File: config.mk
export PLATFORM = sky130hd
export DESIGN_NAME = switch_input_handshake_flat
export DESIGN_NICKNAME = d
export VERILOG_FILES = /design/src/rtl/switch_input_handshake_pkg.sv /design/src/rtl/switch_input_handshake_if.sv /design/src/rtl/switch_input_handshake_in_debouncer.sv /design/src/rtl/switch_input_handshake.sv /design/src/flat_wrapper.sv
export SDC_FILE = /design/constraint.sdc
export NUM_CORES = 1
export LEC_CHECK = 0
export ABC_AREA = 1
export CAP_MARGIN = 40
export CORE_ASPECT_RATIO = 0.5
export CORE_MARGIN = 1.5
export CORE_UTILIZATION = 45
export DETAILED_ROUTE_END_ITERATION = 6
export PLACE_DENSITY = 0.7
export SLEW_MARGIN = 20
export SYNTH_ARGS = -nofsm -noshare
export SYNTH_HDL_FRONTEND = slang
export SYNTH_SLANG_ARGS = --single-unit
File: constraint.sdc
create_clock -name clock -period 1.6 [get_ports clock]
set_clock_uncertainty 0.1 [all_clocks]
set_input_delay 0.32 -clock clock [delete_from_list [all_inputs] [get_ports clock]]
set_output_delay 0.32 -clock clock [all_outputs]
set_load 0.02 [all_outputs]
File: src/rtl/switch_input_handshake_pkg.sv
`default_nettype none
// ============================================================================
// Module      : switch_input_pkg
// Description : Shared types and helpers for the switch input handshake block.
//               - in_state_t         : handshake FSM state encoding
//               - DEFAULT_DATA_WIDTH : default switch/data bus width
//               - debounce_cnt_width : width of the debounce counter
// Revision    : 1.0 - initial release
// ============================================================================
package switch_input_pkg;

    localparam int DEFAULT_DATA_WIDTH = 16;

    typedef enum logic [1:0] {
        ST_IDLE         = 2'd0,
        ST_WAIT_PRESS   = 2'd1,
        ST_WAIT_RELEASE = 2'd2
    } in_state_t;

    // The counter only has to reach DEBOUNCE_CYCLES-1 before it clears, so
    // clog2 bits suffice. The floor of one bit keeps tiny settings legal.
    function automatic int debounce_cnt_width(input int cycles);
        return (cycles > 1) ? $clog2(cycles) : 1;
    endfunction

endpackage : switch_input_pkg
`default_nettype wire

File: src/rtl/switch_input_handshake_if.sv
`default_nettype none
// ============================================================================
// Module      : switch_input_handshake_if
// Description : Bundle between the board/CPU side and the input handshake.
//   switches    : raw board switches (asynchronous)
//   confirm_btn : raw confirm push button, active-high, bouncy
//   cu_inSignal : control unit flags the current instruction as IN
//   in_data     : captured switch value for the In Signal MUX
//   in_valid    : one-cycle pulse, in_data is fresh
//   in_stall    : hold PC / suppress register write while IN is pending
//   in_waiting  : LED, CPU waits for a confirm press
//   modport master : board/CPU side; modport slave : handshake block
// Revision    : 1.0 - initial release
// ============================================================================
interface switch_input_handshake_if #(
    parameter int DATA_WIDTH = switch_input_pkg::DEFAULT_DATA_WIDTH
);
    logic [DATA_WIDTH-1:0] switches;
    logic                  confirm_btn;
    logic                  cu_inSignal;
    logic [DATA_WIDTH-1:0] in_data;
    logic                  in_valid;
    logic                  in_stall;
    logic                  in_waiting;

    modport master (
        output switches, confirm_btn, cu_inSignal,
        input  in_data, in_valid, in_stall, in_waiting
    );

    modport slave (
        input  switches, confirm_btn, cu_inSignal,
        output in_data, in_valid, in_stall, in_waiting
    );
endinterface : switch_input_handshake_if
`default_nettype wire

File: src/rtl/switch_input_handshake_in_debouncer.sv
`default_nettype none
// ============================================================================
// Module      : in_debouncer
// Description : Synchronizer plus stability counter for one push button.
//               Emits one-cycle pulses on the debounced rising/falling edge.
//   clock     : system clock, rising edge
//   reset     : asynchronous active-low reset
//   i_btn     : raw button level (asynchronous)
//   o_press   : one-cycle pulse on debounced 0->1
//   o_release : one-cycle pulse on debounced 1->0
// Revision    : 1.0 - initial release
// ============================================================================
module in_debouncer
    import switch_input_pkg::*;
#(
    parameter int DEBOUNCE_CYCLES = 50000,
    parameter int SYNC_STAGES     = 2
) (
    input  wire logic clock,
    input  wire logic reset,
    input  wire logic i_btn,
    output logic      o_press,
    output logic      o_release
);

    localparam int            CW     = debounce_cnt_width(DEBOUNCE_CYCLES);
    localparam logic [CW-1:0] C_TERM = CW'(DEBOUNCE_CYCLES - 1);

    logic [SYNC_STAGES-1:0] r_sync;
    logic                   r_level;
    logic [CW-1:0]          r_cnt;
    logic                   r_press;
    logic                   r_release;
    logic                   w_sync;

    assign w_sync = r_sync[SYNC_STAGES-1];

    always_ff @(posedge clock or negedge reset) begin
        if (!reset) begin
            r_sync    <= '0;
            r_level   <= 1'b0;
            r_cnt     <= '0;
            r_press   <= 1'b0;
            r_release <= 1'b0;
        end else begin
            r_sync    <= {r_sync[SYNC_STAGES-2:0], i_btn};
            r_press   <= 1'b0;
            r_release <= 1'b0;
            if (w_sync == r_level) begin
                // Any return to the accepted level restarts the stability window.
                r_cnt <= '0;
            end else if (r_cnt == C_TERM) begin
                r_level   <= w_sync;
                r_cnt     <= '0;
                r_press   <= w_sync;
                r_release <= ~w_sync;
            end else begin
                r_cnt <= r_cnt + 1'b1;
            end
        end
    end

    assign o_press   = r_press;
    assign o_release = r_release;

endmodule : in_debouncer
`default_nettype wire

File: src/rtl/switch_input_handshake.sv
`default_nettype none
// ============================================================================
// Module      : switch_input_handshake
// Description : Serves the CPU IN instruction. Stalls while IN is pending,
//               waits for a debounced confirm press, captures the synchronized
//               switches and pulses in_valid for one cycle.
//   clock : system clock, rising edge
//   reset : asynchronous active-low reset
//   bus   : switch_input_handshake_if.slave (switches, button, IN request,
//           captured data, valid pulse, stall, waiting LED)
// Build option : define IN_PREFETCH_EN to add a one-entry buffer that stores a
//                press made while no IN is pending.
// Revision    : 1.0 - initial release
// ============================================================================
module switch_input_handshake
    import switch_input_pkg::*;
#(
    parameter int DATA_WIDTH      = DEFAULT_DATA_WIDTH,
    parameter int DEBOUNCE_CYCLES = 50000,
    parameter int SYNC_STAGES     = 2
) (
    input  wire logic               clock,
    input  wire logic               reset,
    switch_input_handshake_if.slave bus
);

    in_state_t             r_state;
    logic [DATA_WIDTH-1:0] r_in_data;
    logic                  r_in_valid;
    logic [DATA_WIDTH-1:0] r_sw_sync [SYNC_STAGES];
    logic [DATA_WIDTH-1:0] w_sw;
    logic                  w_press;
    logic                  w_release;
`ifdef IN_PREFETCH_EN
    logic [DATA_WIDTH-1:0] r_buf;
    logic                  r_buf_full;
`endif

    in_debouncer #(
        .DEBOUNCE_CYCLES (DEBOUNCE_CYCLES),
        .SYNC_STAGES     (SYNC_STAGES)
    ) u_debouncer (
        .clock     (clock),
        .reset     (reset),
        .i_btn     (bus.confirm_btn),
        .o_press   (w_press),
        .o_release (w_release)
    );

    // Switches are only ever sampled, never edge-detected, so a plain
    // multi-stage sync is enough; the press event marks the sample point.
    always_ff @(posedge clock or negedge reset) begin
        if (!reset) begin
            for (int i = 0; i < SYNC_STAGES; i++) r_sw_sync[i] <= '0;
        end else begin
            r_sw_sync[0] <= bus.switches;
            for (int i = 1; i < SYNC_STAGES; i++) r_sw_sync[i] <= r_sw_sync[i-1];
        end
    end

    assign w_sw = r_sw_sync[SYNC_STAGES-1];

    always_ff @(posedge clock or negedge reset) begin
        if (!reset) begin
            r_state    <= ST_IDLE;
            r_in_data  <= '0;
            r_in_valid <= 1'b0;
`ifdef IN_PREFETCH_EN
            r_buf      <= '0;
            r_buf_full <= 1'b0;
`endif
        end else begin
            r_in_valid <= 1'b0;
            case (r_state)
                ST_IDLE: begin
                    // In the valid cycle the completing IN is still asserted;
                    // ignore it so it is not taken as a fresh request.
`ifdef IN_PREFETCH_EN
                    if (bus.cu_inSignal && !r_in_valid && r_buf_full) begin
                        r_in_data  <= r_buf;
                        r_in_valid <= 1'b1;
                        r_buf_full <= 1'b0;
                    end else if (bus.cu_inSignal && !r_in_valid) begin
                        r_state <= ST_WAIT_PRESS;
                    end
                    // Latest press wins, even over a same-cycle delivery.
                    if (w_press) begin
                        r_buf      <= w_sw;
                        r_buf_full <= 1'b1;
                    end
`else
                    if (bus.cu_inSignal && !r_in_valid) begin
                        r_state <= ST_WAIT_PRESS;
                    end
`endif
                end
                ST_WAIT_PRESS: begin
                    if (!bus.cu_inSignal) begin
                        r_state <= ST_IDLE;
                    end else if (w_press) begin
                        r_in_data  <= w_sw;
                        r_in_valid <= 1'b1;
                        r_state    <= ST_WAIT_RELEASE;
                    end
                end
                ST_WAIT_RELEASE: begin
                    // One press completes one IN: a held button must be
                    // released before the next request can be served.
                    if (w_release) begin
                        r_state <= ST_IDLE;
                    end
                end
                default: r_state <= ST_IDLE;
            endcase
        end
    end

    assign bus.in_data    = r_in_data;
    assign bus.in_valid   = r_in_valid;
    assign bus.in_stall   = bus.cu_inSignal & ~r_in_valid;
    assign bus.in_waiting = (r_state == ST_WAIT_PRESS);

endmodule : switch_input_handshake
`default_nettype wire

File: src/flat_wrapper.sv
// flat-port wrapper written by rule: the top's interface ports become plain ports
module switch_input_handshake_flat import switch_input_pkg::*;
#(
    parameter int DATA_WIDTH      = DEFAULT_DATA_WIDTH,
    parameter int DEBOUNCE_CYCLES = 50000,
    parameter int SYNC_STAGES     = 2
)
  (clock, reset, bus_switches, bus_confirm_btn, bus_cu_inSignal, bus_in_data, bus_in_valid, bus_in_stall, bus_in_waiting);
  switch_input_handshake_if #(.DATA_WIDTH(DATA_WIDTH)) bus_i ();
  input  wire logic clock;
  input  wire logic reset;
  input wire logic [$bits(bus_i.switches)-1:0] bus_switches;
  input wire logic [$bits(bus_i.confirm_btn)-1:0] bus_confirm_btn;
  input wire logic [$bits(bus_i.cu_inSignal)-1:0] bus_cu_inSignal;
  output wire logic [$bits(bus_i.in_data)-1:0] bus_in_data;
  output wire logic [$bits(bus_i.in_valid)-1:0] bus_in_valid;
  output wire logic [$bits(bus_i.in_stall)-1:0] bus_in_stall;
  output wire logic [$bits(bus_i.in_waiting)-1:0] bus_in_waiting;
  assign bus_i.switches = bus_switches;
  assign bus_i.confirm_btn = bus_confirm_btn;
  assign bus_i.cu_inSignal = bus_cu_inSignal;
  assign bus_in_data = bus_i.in_data;
  assign bus_in_valid = bus_i.in_valid;
  assign bus_in_stall = bus_i.in_stall;
  assign bus_in_waiting = bus_i.in_waiting;
  switch_input_handshake #(.DATA_WIDTH(DATA_WIDTH), .DEBOUNCE_CYCLES(DEBOUNCE_CYCLES), .SYNC_STAGES(SYNC_STAGES)) u_core (.clock(clock), .reset(reset), .bus(bus_i));
endmodule
# Yosys cells after proc, flatten, opt, wreduce, memory -nomap -nowiden
# Cells that the tools add are included.
word_totals:
  n_memories: 0
  ff_bits: 72
  mem_bits_rw: 0
  word_cells: 42
  output_inout_bits: 19
  in_bits: 20
  romBits: 0
  latchBits: 0
op_classes:
  magnitude_cmp: 0
  div: 0
  add_sub_neg: 1
  shift: 0
  n_bitwise: 4
  n_reduce_logical: 6
  multipliers: 0
  muxes: 14
  eq_ne: 7
ops:
  columns: ["operator", "count"]
  rows:
  - ["$mux 16", 2]
  - ["$add 16x1->16 const B", 1]
  - ["$eq 16x16->1 const B", 1]
  - ["$mux 2", 4]
  - ["$mux 1", 7]
  - ["$pmux 2 s3", 1]
  - ["$reduce_and 3->1", 2]
  - ["$ne 3x2->1 const B", 1]
  - ["$not 1->1", 3]
  - ["$eq 2x1->1 const B", 1]
  - ["$eq 2x2->1 const B", 1]
  - ["$logic_not 2->1", 1]
  - ["$ne 2x1->1 const B", 1]
  - ["$ne 2x2->1 const B", 1]
  - ["$reduce_and 2->1", 1]
  - ["$and 1x1->1", 1]
  - ["$eq 1x1->1", 1]
  - ["$logic_and 1x1->1", 1]
  - ["$logic_not 1->1", 1]

# Depth between registers and ports, before layout
depth:
  word_depth: 4
  mapped_depth: 8
  ltp_nobuf: 8

# Hierarchy
# Synthesis repeated with hierarchy kept, for this count alone.
unflattened:
  cells_unflattened: 248
  area_unflattened_um2: 2667.6
by_module_without_submodules:
  columns: ["module", "n_inst", "cells_each", "area_per_inst_um2"]
  rows:
  - ["switch_input_handshake", 1, 118, 1562.7]
  - ["in_debouncer", 1, 130, 1104.8]

# Worst setup path after synthesis
# No wires, ideal clock.
synth_path:
  kind: "register to register"
  startpoint: "register u_core.u_debouncer.r_cnt[0]"
  endpoint: "register u_core.u_debouncer.r_cnt[8]"
  setup_ns: 0.119
  slack_ns: 0.244
  synth_period_minus_slack_ns: 1.356
  path_stages_with_launch: 7
  arrival_ns: 1.137
  cell_sequence: "dfrtp_1 > ha_1 > nand3_2 > nor2_1 > nand2_2 > nand2_2 > nor2_1"
synth_between:
  elab_chain_cells: 3
  elab_cells_between_ends: 4
synth_rtl:
  columns: ["item", "line_no", "source"]
  rows:
  - ["from (decl)", "switch_input_handshake_in_debouncer.sv:31", "logic [CW-1:0] r_cnt;"]
  - ["from (signal assigned)", "switch_input_handshake_in_debouncer.sv:58", "r_cnt <= r_cnt + 1'b1;"]
  - ["$add 16x1->16 or $eq 16x16->1 (tied branches)", "switch_input_handshake_in_debouncer.sv:58, switch_input_handshake_in_debouncer.sv:52", null]
  - ["$mux 16 *", "switch_input_handshake_in_debouncer.sv:52", "end else if (r_cnt == C_TERM) begin"]
  - ["$mux 16 *", "switch_input_handshake_in_debouncer.sv:49", "if (w_sync == r_level) begin"]
# Mark *: on every way between the ends. The rest lies on a longest branch, timed or not.
# A chain may end at the register's enable or synchronous reset.

# Worst setup path in the final report
layout_path:
  startpoint: "input port bus_cu_inSignal"
  endpoint: "output port bus_in_stall"
layout_between:
  elab_chain_cells: 1
layout_rtl:
  columns: ["item", "line_no", "source"]
  rows:
  - ["from (decl)", "flat_wrapper.sv:14", "input wire logic [$bits(bus_i.cu_inSignal)-1:0] bus_cu_inSignal;"]
  - ["$and 1x1->1", "switch_input_handshake.sv:120", "assign bus.in_stall = bus.cu_inSignal & ~r_in_valid;"]
  - ["to (decl)", "flat_wrapper.sv:17", "output wire logic [$bits(bus_i.in_stall)-1:0] bus_in_stall;"]
# Every way passes these cells.

==> key figures <==
Die
  • # IOs: 39
  • Die H: 56.8 um
  • Initial Util: 47.0%
  • Core area: 5540 um2
  • Die area: 6280 um2
  • Die Span X: roughly 110 um
  • # rows: 19

Logic synthesis
  • Post-synthesis net count: roughly 270
  • Synth Area in Compound Gates: 1.25%
  • Largest cells by area after synthesis: dfrtp_1 (69%), nand2_1 (11%), nor2_1 (5.5%)
  • Adder-Cell Fraction of Synth Area: less than 1%
  • Area leader, netlist: dfrtp_1
  • Post-Synth XOR/XNOR Area: 2.36%
  • Post-synthesis simple-gate area fraction: 22.5%
  • EDFF count, synth: 0
  • Yosys top cell area share: a little under 70%
  • Netlist cell types: 22
  • Post-Synthesis Cells: 252
  • Synthesized cell area: ~2600 um2
  • Most used DFF post-synth: dfrtp_1
  • Synth Warn #: 0
  • Seq cells post-synth: a little over 70
  • Synth cell count leaders: nand2_1 (75), dfrtp_1 (72), nor2_1 (38)
  • Most common cell in the netlist: nand2_1
  • FFs w/ async S/R, synth: 100%
  • Post-synthesis mux area share: 0%
  • Sequential area share after synthesis: between 60% and 70%
  • Largest family of logic cells by synthesized area: simple AND/OR/NAND/NOR gates
  • Post-Syn Area per Cell: 10.3 um2

Global route
  • Initial antenna violation count: 0
  • GR Overflow Total: 0
  • GRT Overall Usage: about 17%
  • Vias in the first global route: 1741
  • Pin count of the biggest net entering global routing: 73
  • First-pass GRT wire length: 8000 um

CTS
  • CTS HTree Levels: 3
  • Root Buffer: clkbuf_16
  • CTS clk-pin slew, worst paths: 0.05 ns
  • Sinks on the clock net: 72
  • CTS buffer count: 9
  • CTS tree: done
  • Clk Latency, worst-skew pair: 0.33 ns
  • Clock Tree Buf Depth: 2

Finish
  • Final antenna diode count: 0
  • Share of cells above drive strength 1: 12.7%
  • Non-filler cells, final: 387
  • Layout Nets: 330
  • Area grow syn2layout: 31.6%
  • Final core utilization: 61.8%
  • Fillcell total: about 440

Place
  • GP Congestion: 0.851
  • DP HPWL: 3160 um
  • DP Cell Count: about 370
  • Port bufs: 38

STA
  • Final period util: 96.7%
  • Slew Limit Fails: 0
  • Slew headroom: 76.1%
  • Setup TNS: 0 ns
  • Setup violators final: 0
  • Tightest Pin Transition: 0.358 ns
  • RSZ-0062 raised after global routing: false
  • Crit path time final: 1.55 ns
  • Fin. Hold Viols: 0
  • Max Fclk: 646 MHz

Detailed routing
  • DRC viols: 0
  • Vias: 1835
  • 1st-pass router iterations: 4
  • Post-DR vias/cell: 4.74
  • DRT antenna net count: 0
  • WL per Instance: 12.4 um
  • Iter 0 DRT Violations: 106
  • Final WL: 4790 um

Worst setup path
  • Worst endpoint data arrival time: 1.13 ns
  • R2R Setup Slk: 0.14 ns
  • Worst R2R Start: u_core.u_debouncer.r_cnt[1]$_DFF_PN0_
  • Crit-path max FO: 2
  • R2R Path End: u_core.u_debouncer.r_cnt[13]$_DFF_PN0_
  • Required @ worst endpoint: 1.18 ns
  • Kind of end point of the critical path: output pin
  • Startpoint types: input port
  • CP Class: input port to output pin
  • Worst R2R Path Depth: 6

Pwr
  • IR drop worst, VDD: 0.000685 V
  • Lkg Pwr: 1.72 nW
  • Power Total: 3.96 mW
  • Pwr/cell area: between 1000 and 1500 nW/um2

Min path
  • Hold path cells: 0
  • Worst hold start: u_core.r_sw_sync[24]$_DFF_PN0_
  • Hold Path Class: register to register
  • Sink of the worst hold path: u_core.w_sw[8]$_DFF_PN0_

Flow run
  • Max_cap viols: 0

Outcome
  • Status: finished, final reports clean
## layout by cell type, fill, tap and decap left out, drive strengths merged, types with 3 or more instances in the layout
cell / count
inv: 25
xnor2: 4
dfrtp: 72
nor3: 6
clkbuf: 12
nand2: 79
clkdlybuf4s50: 18
xor2: 3
nand3: 12
buf: 10
dlygate4sd2: 17
nand4: 3
nor2: 40
## worst max-delay path by stage
stage / start / endpoint / slack, ns / cells after the start
CTS: bus_cu_inSignal / bus_in_stall / -0.09 / 4
detailed placement: bus_cu_inSignal / bus_in_stall / -0.39 / 4
floorplan: u_core.u_debouncer.r_cnt[0]$_DFF_PN0_ / u_core.u_debouncer.r_cnt[8]$_DFF_PN0_ / 0.24 / 6
global route: bus_cu_inSignal / bus_in_stall / 0.01 / 4
global placement: bus_cu_inSignal / bus_in_stall / -0.35 / 4
finish: bus_cu_inSignal / bus_in_stall / 0.05 / 4
## through the flow
step	instance area (um2)	hold WS, ns	worst slack, ns
global placement	3120	0.231	-0.354
floorplan	2600	-0.0756	0.244
CTS	3400	0.248	-0.0921
global route	3430	0.255	0.0127
detailed placement	3120	0.235	-0.387
finish	3430	0.242	0.0523
## layer usage
| metal | vias to the layer above | share of wire [%] | track usage [%] |
|---|---|---|---|
| met2 | 49 | 49 | 28.1 |
| li1 | 895 | - | - |
| met3 | 6 | 5.4 | 4.97 |
| met1 | 885 | 44 | 20.1 |
| met5 | - | 0 | 0 |
| met4 | 0 | 1.4 | 8.24 |
## kinds of logic after synthesis
kind of cell,Yosys count
DFF,72
AOI/OAI and AO/OA,6
and+or+nand+nor,140
adders and majority gates,1
xor gates and xnor gates,7
buffers and inverters,26
## worst max-delay path, cell delays in order
cell and delay (ns):
clkdlybuf4s50_1 0.45, inv_1 0.04, nor2_1 0.12, clkbuf_2 0.19
## area by class of cell
type / count / area, um2 / share of cell area (%)
tap: 73 / 91.3 / 2.67
sequential: 72 / 1800 / 52.6
multi-input combinational: 155 / 713 / 20.8
inverter: 23 / 88.8 / 2.59
clock buffer: 10 / 229 / 6.68
clock inverter: 6 / 67.6 / 1.97
timing repair buffer: 48 / 434 / 12.7
## state kept, by name, indices dropped and copies added, names as in the netlist
signal	cells
u_core.r_state	2
u_core.u_debouncer.o_press	1
u_core.u_debouncer.o_release	1
u_core.bus.in_valid	1
u_core.u_debouncer.r_sync	2
u_core.r_sw_sync	16
u_core.bus.in_data	16
u_core.u_debouncer.r_level	1
u_core.w_sw	16
u_core.u_debouncer.r_cnt	16
## what timing repair did
action | CTS | global route
cloned | 0 | 1
buffers inserted | 0 | 1
pin swaps | 0 | 1
hold endpoints to repair | 72 | 0
resized for setup | 20 | 9
endpoints found under the setup margin | 19 | 14
hold buffers | 1 | 0
## where the power goes
group	switching, mW	internal, mW
Sequential	0.0182	1.87
Clock	0.733	1.21
Combinational	0.0619	0.0626
Note: power is estimated with default switching activity, not from simulation.
